**src/rtl/msrv32_wb_pkg.sv**
```systemverilog
// msrv32_wb_pkg: write-back source indices and stage state encoding
package msrv32_wb_pkg;
  localparam int WB_ALU     = 0;
  localparam int WB_LU      = 1;
  localparam int WB_IMM     = 2;
  localparam int WB_IADDER  = 3;
  localparam int WB_CSR     = 4;
  localparam int WB_PC_PLUS = 5;
  typedef enum logic {WB_IDLE, WB_WAIT_LU} wb_state_e;
endpackage

```
**src/rtl/msrv32_wb_src_sel.sv**
```systemverilog
// msrv32_wb_src_sel: NSRC:1 result select, load slot taken from the load unit, out-of-range falls back to ALU
module msrv32_wb_src_sel
  import msrv32_wb_pkg::*;
#(
  parameter int XLEN = 32,
  parameter int NSRC = 8,
  parameter int SELW = $clog2(NSRC)
) (
  input  logic [SELW-1:0]      sel,
  input  logic [NSRC*XLEN-1:0] src_bus,
  input  logic [XLEN-1:0]      lu_data,
  output logic [XLEN-1:0]      data
);
  always_comb begin
    data = (int'(sel) < NSRC) ? src_bus[int'(sel)*XLEN +: XLEN] : src_bus[WB_ALU*XLEN +: XLEN];
    data = (sel == SELW'(WB_LU)) ? lu_data : data;
  end
endmodule

```
**src/rtl/msrv32_wb_stage.sv**
```systemverilog
// msrv32_wb_stage: registered write-back stage that stalls for late load data; MSRV32_WB_FWD_EN adds forwarding ports
module msrv32_wb_stage
  import msrv32_wb_pkg::*;
#(
  parameter int XLEN = 32,
  parameter int NSRC = 8,
  parameter int SELW = $clog2(NSRC)
) (
  input  logic                 clk_in,
  input  logic                 rst_in,
  input  logic                 wb_valid_in,
  output logic                 wb_ready_out,
  input  logic [SELW-1:0]      wb_mux_sel_in,
  input  logic [4:0]           rd_addr_in,
  input  logic                 rf_wr_en_in,
  input  logic [NSRC*XLEN-1:0] src_bus_in,
  input  logic                 lu_valid_in,
  input  logic [XLEN-1:0]      lu_output_in,
  input  logic                 flush_in,
  output logic                 rf_wr_en_out,
  output logic [4:0]           rf_rd_addr_out,
  output logic [XLEN-1:0]      rf_wr_data_out,
`ifdef MSRV32_WB_FWD_EN
  input  logic [4:0]           rs1_addr_in,
  input  logic [4:0]           rs2_addr_in,
  output logic                 fwd_rs1_hit_out,
  output logic                 fwd_rs2_hit_out,
  output logic [XLEN-1:0]      fwd_data_out,
`endif
  output logic                 wb_busy_out
);
  wb_state_e       state, next_state;
  logic [XLEN-1:0] sel_data, wr_data;
  logic [4:0]      pend_rd, wr_rd;
  logic            pend_en, wr_flag, accept, load_sel, lu_cap, wr_now;
  msrv32_wb_src_sel #(.XLEN(XLEN), .NSRC(NSRC), .SELW(SELW)) u_src_sel (
    .sel(wb_mux_sel_in),
    .src_bus(src_bus_in),
    .lu_data(lu_output_in),
    .data(sel_data)
  );
  assign wb_ready_out = state == WB_IDLE;
  assign wb_busy_out  = state == WB_WAIT_LU;
  always_comb begin
    accept     = wb_valid_in & wb_ready_out & ~flush_in;
    load_sel   = wb_mux_sel_in == SELW'(WB_LU);
    lu_cap     = wb_busy_out & lu_valid_in & ~flush_in;
    wr_now     = (accept & (~load_sel | lu_valid_in)) | lu_cap;
    wr_data    = lu_cap ? lu_output_in : sel_data;
    wr_rd      = lu_cap ? pend_rd : rd_addr_in;
    wr_flag    = lu_cap ? pend_en : rf_wr_en_in;
    next_state = wb_busy_out ? ((flush_in | lu_valid_in) ? WB_IDLE : WB_WAIT_LU)
                             : ((accept & load_sel & ~lu_valid_in) ? WB_WAIT_LU : WB_IDLE);
  end
  always_ff @(posedge clk_in) begin
    if (rst_in) begin
      state          <= WB_IDLE;
      rf_wr_en_out   <= 1'b0;
      rf_rd_addr_out <= '0;
      rf_wr_data_out <= '0;
      pend_rd        <= '0;
      pend_en        <= 1'b0;
    end else begin
      state        <= next_state;
      rf_wr_en_out <= wr_now & wr_flag & (wr_rd != 5'd0);
      if (wr_now) begin
        rf_rd_addr_out <= wr_rd;
        rf_wr_data_out <= wr_data;
      end
      if (accept & load_sel & ~lu_valid_in) begin
        pend_rd <= rd_addr_in;
        pend_en <= rf_wr_en_in;
      end
    end
  end
`ifdef MSRV32_WB_FWD_EN
  assign fwd_rs1_hit_out = rf_wr_en_out & (rs1_addr_in != 5'd0) & (rs1_addr_in == rf_rd_addr_out);
  assign fwd_rs2_hit_out = rf_wr_en_out & (rs2_addr_in != 5'd0) & (rs2_addr_in == rf_rd_addr_out);
  assign fwd_data_out    = rf_wr_data_out;
`endif
endmodule

```
**config.mk**
```make
export PLATFORM = sky130hd
export DESIGN_NAME = msrv32_wb_stage
export DESIGN_NICKNAME = d
export VERILOG_FILES = /design/src/rtl/msrv32_wb_pkg.sv /design/src/rtl/msrv32_wb_src_sel.sv /design/src/rtl/msrv32_wb_stage.sv
export SDC_FILE = /design/constraint.sdc
export NUM_CORES = 1
export LEC_CHECK = 0
export CORE_AREA = 2 2 135 137
export DETAILED_ROUTE_END_ITERATION = 7
export DIE_AREA = 0 0 137 139
export SYNTH_ARGS = -nofsm -noshare
export SYNTH_HDL_FRONTEND = slang
export SYNTH_HIERARCHICAL = 1
export SYNTH_SLANG_ARGS = --single-unit
```
**constraint.sdc**
```tcl
create_clock -name clk_in -period 4.9 [get_ports clk_in]
set_clock_uncertainty 0.2 [all_clocks]
set_input_delay 1.47 -clock clk_in [delete_from_list [all_inputs] [get_ports clk_in]]
set_output_delay 1.47 -clock clk_in [all_outputs]
set_load 0.1 [all_outputs]
```
### Word level (Yosys, flattened, before mapping)

Index checks and enable logic that the tools add are counted.

| storage, ports and cells | value |
|---|---|
| latch bits | 0 |
| bits in read-only memories | 0 |
| memories kept | 0 |
| bits in registers | 45 |
| memory bits (writable) | 0 |

| operators by class | value |
|---|---|
| div/mod/pow operators | 0 |
| multiplexer cells | 7 |
| eq/ne operators | 1 |
| $lt $le $gt $ge | 0 |
| shifts and indexed selects | 1 |
| add/sub/neg operators | 0 |
| reductions and logical operators | 1 |
| bitwise operators | 16 |
| $mul | 0 |

Operators by type and width:

| cell | number |
|---|---|
| 256-bit by 9-bit indexed part select with 32-bit output | 1 |
| 32-bit 2-to-1 mux | 2 |
| 1-bit AND | 9 |
| 5-bit 2-to-1 mux | 1 |
| 5-bit nonzero test | 1 |
| 1-bit 2-to-1 mux | 4 |
| 1-bit inverter | 4 |
| 3-bit by 1-bit == test with 1-bit output (second input constant) | 1 |
| 1-bit OR | 3 |

### Depth between registers and ports, before layout

| logic depth | value |
|---|---|
| depth after elaboration | 7 |
| depth in mapped cells | 7 |

### By module

Netlist, hierarchy kept.

Modules (own cells, without submodules):

| module | seq. area each (um2) | instances | cells an instance | area each (um2) |
|---|---|---|---|---|
| msrv32_wb_stage | 900.9 | 1 | 257 | 2093.3 |
| msrv32_wb_src_sel | 0.0 | 1 | 114 | 1999.4 |

### Worst setup path after synthesis

Ideal clock, no wire load.

| timing | value |
|---|---|
| path kind | register to output |
| start point | register state (netlist: wb_busy_out) |
| end point | output wb_ready_out |
| required time | 3230 ps |
| arrival time | 1712 ps |
| cell stages (with the launch flop) | 2 |
| slack | 1518 ps |
| path through | dfxtp_1 > inv_1 |

| between the ends | value |
|---|---|
| cells in the longest elaborated chain, start to end | 1 |

Ends and longest elaborated chain:

| what | line | text |
|---|---|---|
| start: declaration | msrv32_wb_stage.sv:32 | `wb_state_e state, next_state;` |
| start signal: assignment | msrv32_wb_stage.sv:64 | `state <= next_state;` |
| 1-bit inverter | msrv32_wb_stage.sv:42 | `assign wb_ready_out = state == WB_IDLE;` |
| end: declaration | msrv32_wb_stage.sv:12 | `output logic wb_ready_out,` |

Every way passes these cells.

### Worst setup path after layout

| timing | value |
|---|---|
| start point | input lu_valid_in |
| end point | register rf_wr_en_out |

| between the ends | value |
|---|---|
| cells in the longest elaborated chain, start to end | 5 |

Ends and longest elaborated chain:

| what | line | text |
|---|---|---|
| start: declaration | msrv32_wb_stage.sv:17 | `input logic lu_valid_in,` |
| 1-bit AND / 1-bit OR (equally long branches) | msrv32_wb_stage.sv:47, msrv32_wb_stage.sv:48 |  |
| 1-bit AND, on equally long branches | msrv32_wb_stage.sv:47, msrv32_wb_stage.sv:48 |  |
| 5-bit 2-to-1 mux (tied with other cells) | msrv32_wb_stage.sv:50 | `wr_rd = lu_cap ? pend_rd : rd_addr_in;` |
| 5-bit nonzero test / 1-bit AND (equally long branches) | msrv32_wb_stage.sv:65 | `rf_wr_en_out <= wr_now & wr_flag & (wr_rd != 5'd0);` |
| 1-bit AND (*) | msrv32_wb_stage.sv:65 |  |
| end signal: assignment | msrv32_wb_stage.sv:65 |  |
| end: declaration | msrv32_wb_stage.sv:20 | `output logic rf_wr_en_out,` |

Mark *: on every way between the ends. The rest lies on a longest branch, timed or not.
A chain may end at the register's enable or synchronous reset.

==> metrics.yaml <==
outcome: "finished clean"
ys.flop_type: "dfxtp_1"
drt_first_iter_violations: 256
final-hold-violation-count: 0
cts-root-buf: "clkbuf_16"
maxSlewViolCount: 0
drc: 0
path_max_fanout: 45
synth_area_mm2: 0.004093
clkTransAtPathRegs_ns: 0.07
portBuffers: 309
cts_resized: 0
synthCells: 371
whs_ns: 0.2966
power.share.clock_pct: 28.2
hold_start: "pend_rd[1]$_SDFFE_PP0P_"
grt_first_pass_wirelength_um: 27050
ys_ff_latch: 45
synth_compound_area_share_pct: 14.52
antenna_cells: 0
grt_use_total_pct: 18.23
r2r-end: "rf_wr_data_out[27]$_SDFFE_PP0P_"
post_drt_wl_per_cell_um: 20.53
peakVddDrop_v: 0.0001345
htree_levels: 2
fin_nets: 947
dieArea_mm2: 0.01904
fill_cells: 1668
pwr-share-comb_pct: 44.2
p_int_mw: 0.9765
die_h_um: 139
synth_nets: 673
multi_input_area_mm2: 0.002902
drtAntennaViolNets: 0
core_area_mm2: 0.01766
numCtsBuffers: 5
syn_area_per_cell_um2: 11.03
clock_latency_ns: 0.29
synthTopCellsByArea: "mux4_2, dfxtp_1, mux2_2"
setup_viol: 0
min_period_ns: 3.736
synth_top_family_by_area: "multiplexers"
cts_setup_buffers: 0
ys_async_sr_fraction_pct: 0
drive_above_1_share_pct: 16.56
antenna_found_initial: 0
switching_power_mw: 0.4536
rrSetupSlack_ns: 2.85
grt_pass1_vias: 4924
fmax_mhz: 267.6
start_util_pct: 23.18
crit_path_start_kind: "input port"
min_path_type: "reg2reg"
endpoint_kind: "flop"
holdPathEnd: "pend_rd[1]$_SDFFE_PP0P_"
yosys.area_share.xor_xnor_pct: 0
crit_type: "in2reg"
ys_types: 28
die_width_um: 137
cp.arrival_ns: 3.66
clockBufferDepth: 2
stdcell_count: 875
cts_tree: "yes"
ff2ff_path_depth: 3
synth-simple-area-share_pct: 11.10
grt-ovfl-total: 0
cts.sinks: 45
timing.rr.start: "wb_busy_out$_SDFF_PP0_"
pwr_density_cell_mw_per_mm2: 192.7
synth-edff-count: 0
cap_violations: 0
io_pins: 342
worstMarginPinSlew_ns: 1.118
synth.most_common_cell: "mux4_2"
ys_top_cells_by_count: "mux4_2, dfxtp_1, nand3_1"
synth.largest_area_cell: "mux4_2"
area_growth_syn_to_layout_pct: 81.32
swShare_pct: 31.72
routabilityCongestion: 0.8120
regArea_um2: 900.9
p_leak_nw: 2.520
placed_cells_incl_taps: 867
synthMuxAreaShare_pct: 45.12
drt-pass1-iter-count: 4
finalSetupTns_ns: 0
avgViaCountPerCell: 5.214
hold_depth: 2
wl_um: 17960
required_ns: 4.83
yosysWarnings: 6
grt_max_degree: 46
cts_hold_buf: 0
yosysSeqAreaShare_pct: 22.01
pwr-share-seq_pct: 27.6
num_rows: 49
vias: 4562
fin_crit_sh_pct: 76.25
yosysTopAreaCellShare_pct: 28.62
synth_fa_ha_area_share_pct: 0
rsz0062_at_grt: "no"
maxSlewHeadroom_pct: 25.49
p_total_mw: 1.430
hpwl_um: 13440
layout by cell type (no fill, tap or decap), types with 2 or more instances in the layout:
cell type        count
clkdlybuf4s50_1    305
mux4_2              52
dfxtp_1             45
nand3_1             43
o21ai_0             42
nor2_1              39
a311oi_1            37
mux2_2              32
mux4_1              12
buf_4                7
a21oi_1              6
clkbuf_16            5
or4_1                2
inv_6                2
buf_2                2
buf_12               2
critical path, cell delays in order:
cell	delay, ns
clkdlybuf4s50_1	0.53
or4b_2	1.21
a31oi_1	0.35
a2111oi_0	0.09
through the flow:
stage	setup slack (ns)	area [um2]	utilization, %
finish	1.164	7421	42.03
global route	0.9796	7421	42.03
CTS	1.183	7421	42.03
floorplan	1.518	4093	-
global placement	0.8853	7248	41.05
detailed placement	0.8757	7248	41.05
final cells by class:
class                      count  area share [%]
timing repair buffer         316           42.52
clock buffer                   5           1.686
clock inverter                 3          0.6407
inverter                       1         0.05058
multi-input combinational    276           39.10
sequential                    45           12.14
tap                          229           3.861
sequential cells by signal, indices dropped and copies added, names as in the netlist:
signal          flops
rf_wr_data_out     32
wb_busy_out         1
pend_rd             5
rf_wr_en_out        1
rf_rd_addr_out      5
pend_en             1
kinds of logic after synthesis:
family          Yosys count
compound gates           89
buf+inv                  50
flops                    45
mux                      96
simple gates             91
layer usage:
metal	GRT usage (%)	wire, um	up-vias
met5	0	0	-
met2	34.12	9572	218
met3	4.276	1503	23
met4	4.232	306	0
li1	-	-	2082
met1	20.54	6581	2239
worst max-delay path by stage:
| stage | slack, ns | startpoint | cells after the start | end |
|---|---|---|---|---|
| after floorplan | 1.52 | wb_busy_out$_SDFF_PP0_ | 1 | wb_ready_out |
| after global placement | 0.89 | lu_valid_in | 4 | rf_wr_en_out$_SDFF_PP0_ |
| after detailed placement | 0.88 | lu_valid_in | 4 | rf_wr_en_out$_SDFF_PP0_ |
| after CTS | 1.18 | lu_valid_in | 4 | rf_wr_en_out$_SDFF_PP0_ |
| after global routing | 0.98 | lu_valid_in | 4 | rf_wr_en_out$_SDFF_PP0_ |
| final | 1.16 | lu_valid_in | 4 | rf_wr_en_out$_SDFF_PP0_ |
power groups by stage:
stage                     sequential, mW  clock, mW  combinational (mW)
final                              0.395      0.404               0.631
after global routing               0.397      0.438               0.664
after CTS                          0.395      0.420               0.637
after detailed placement           0.403          0               0.634
after global placement             0.403          0               0.626
after floorplan                    0.534          0               0.206
Power figures use the tool's default switching activity.
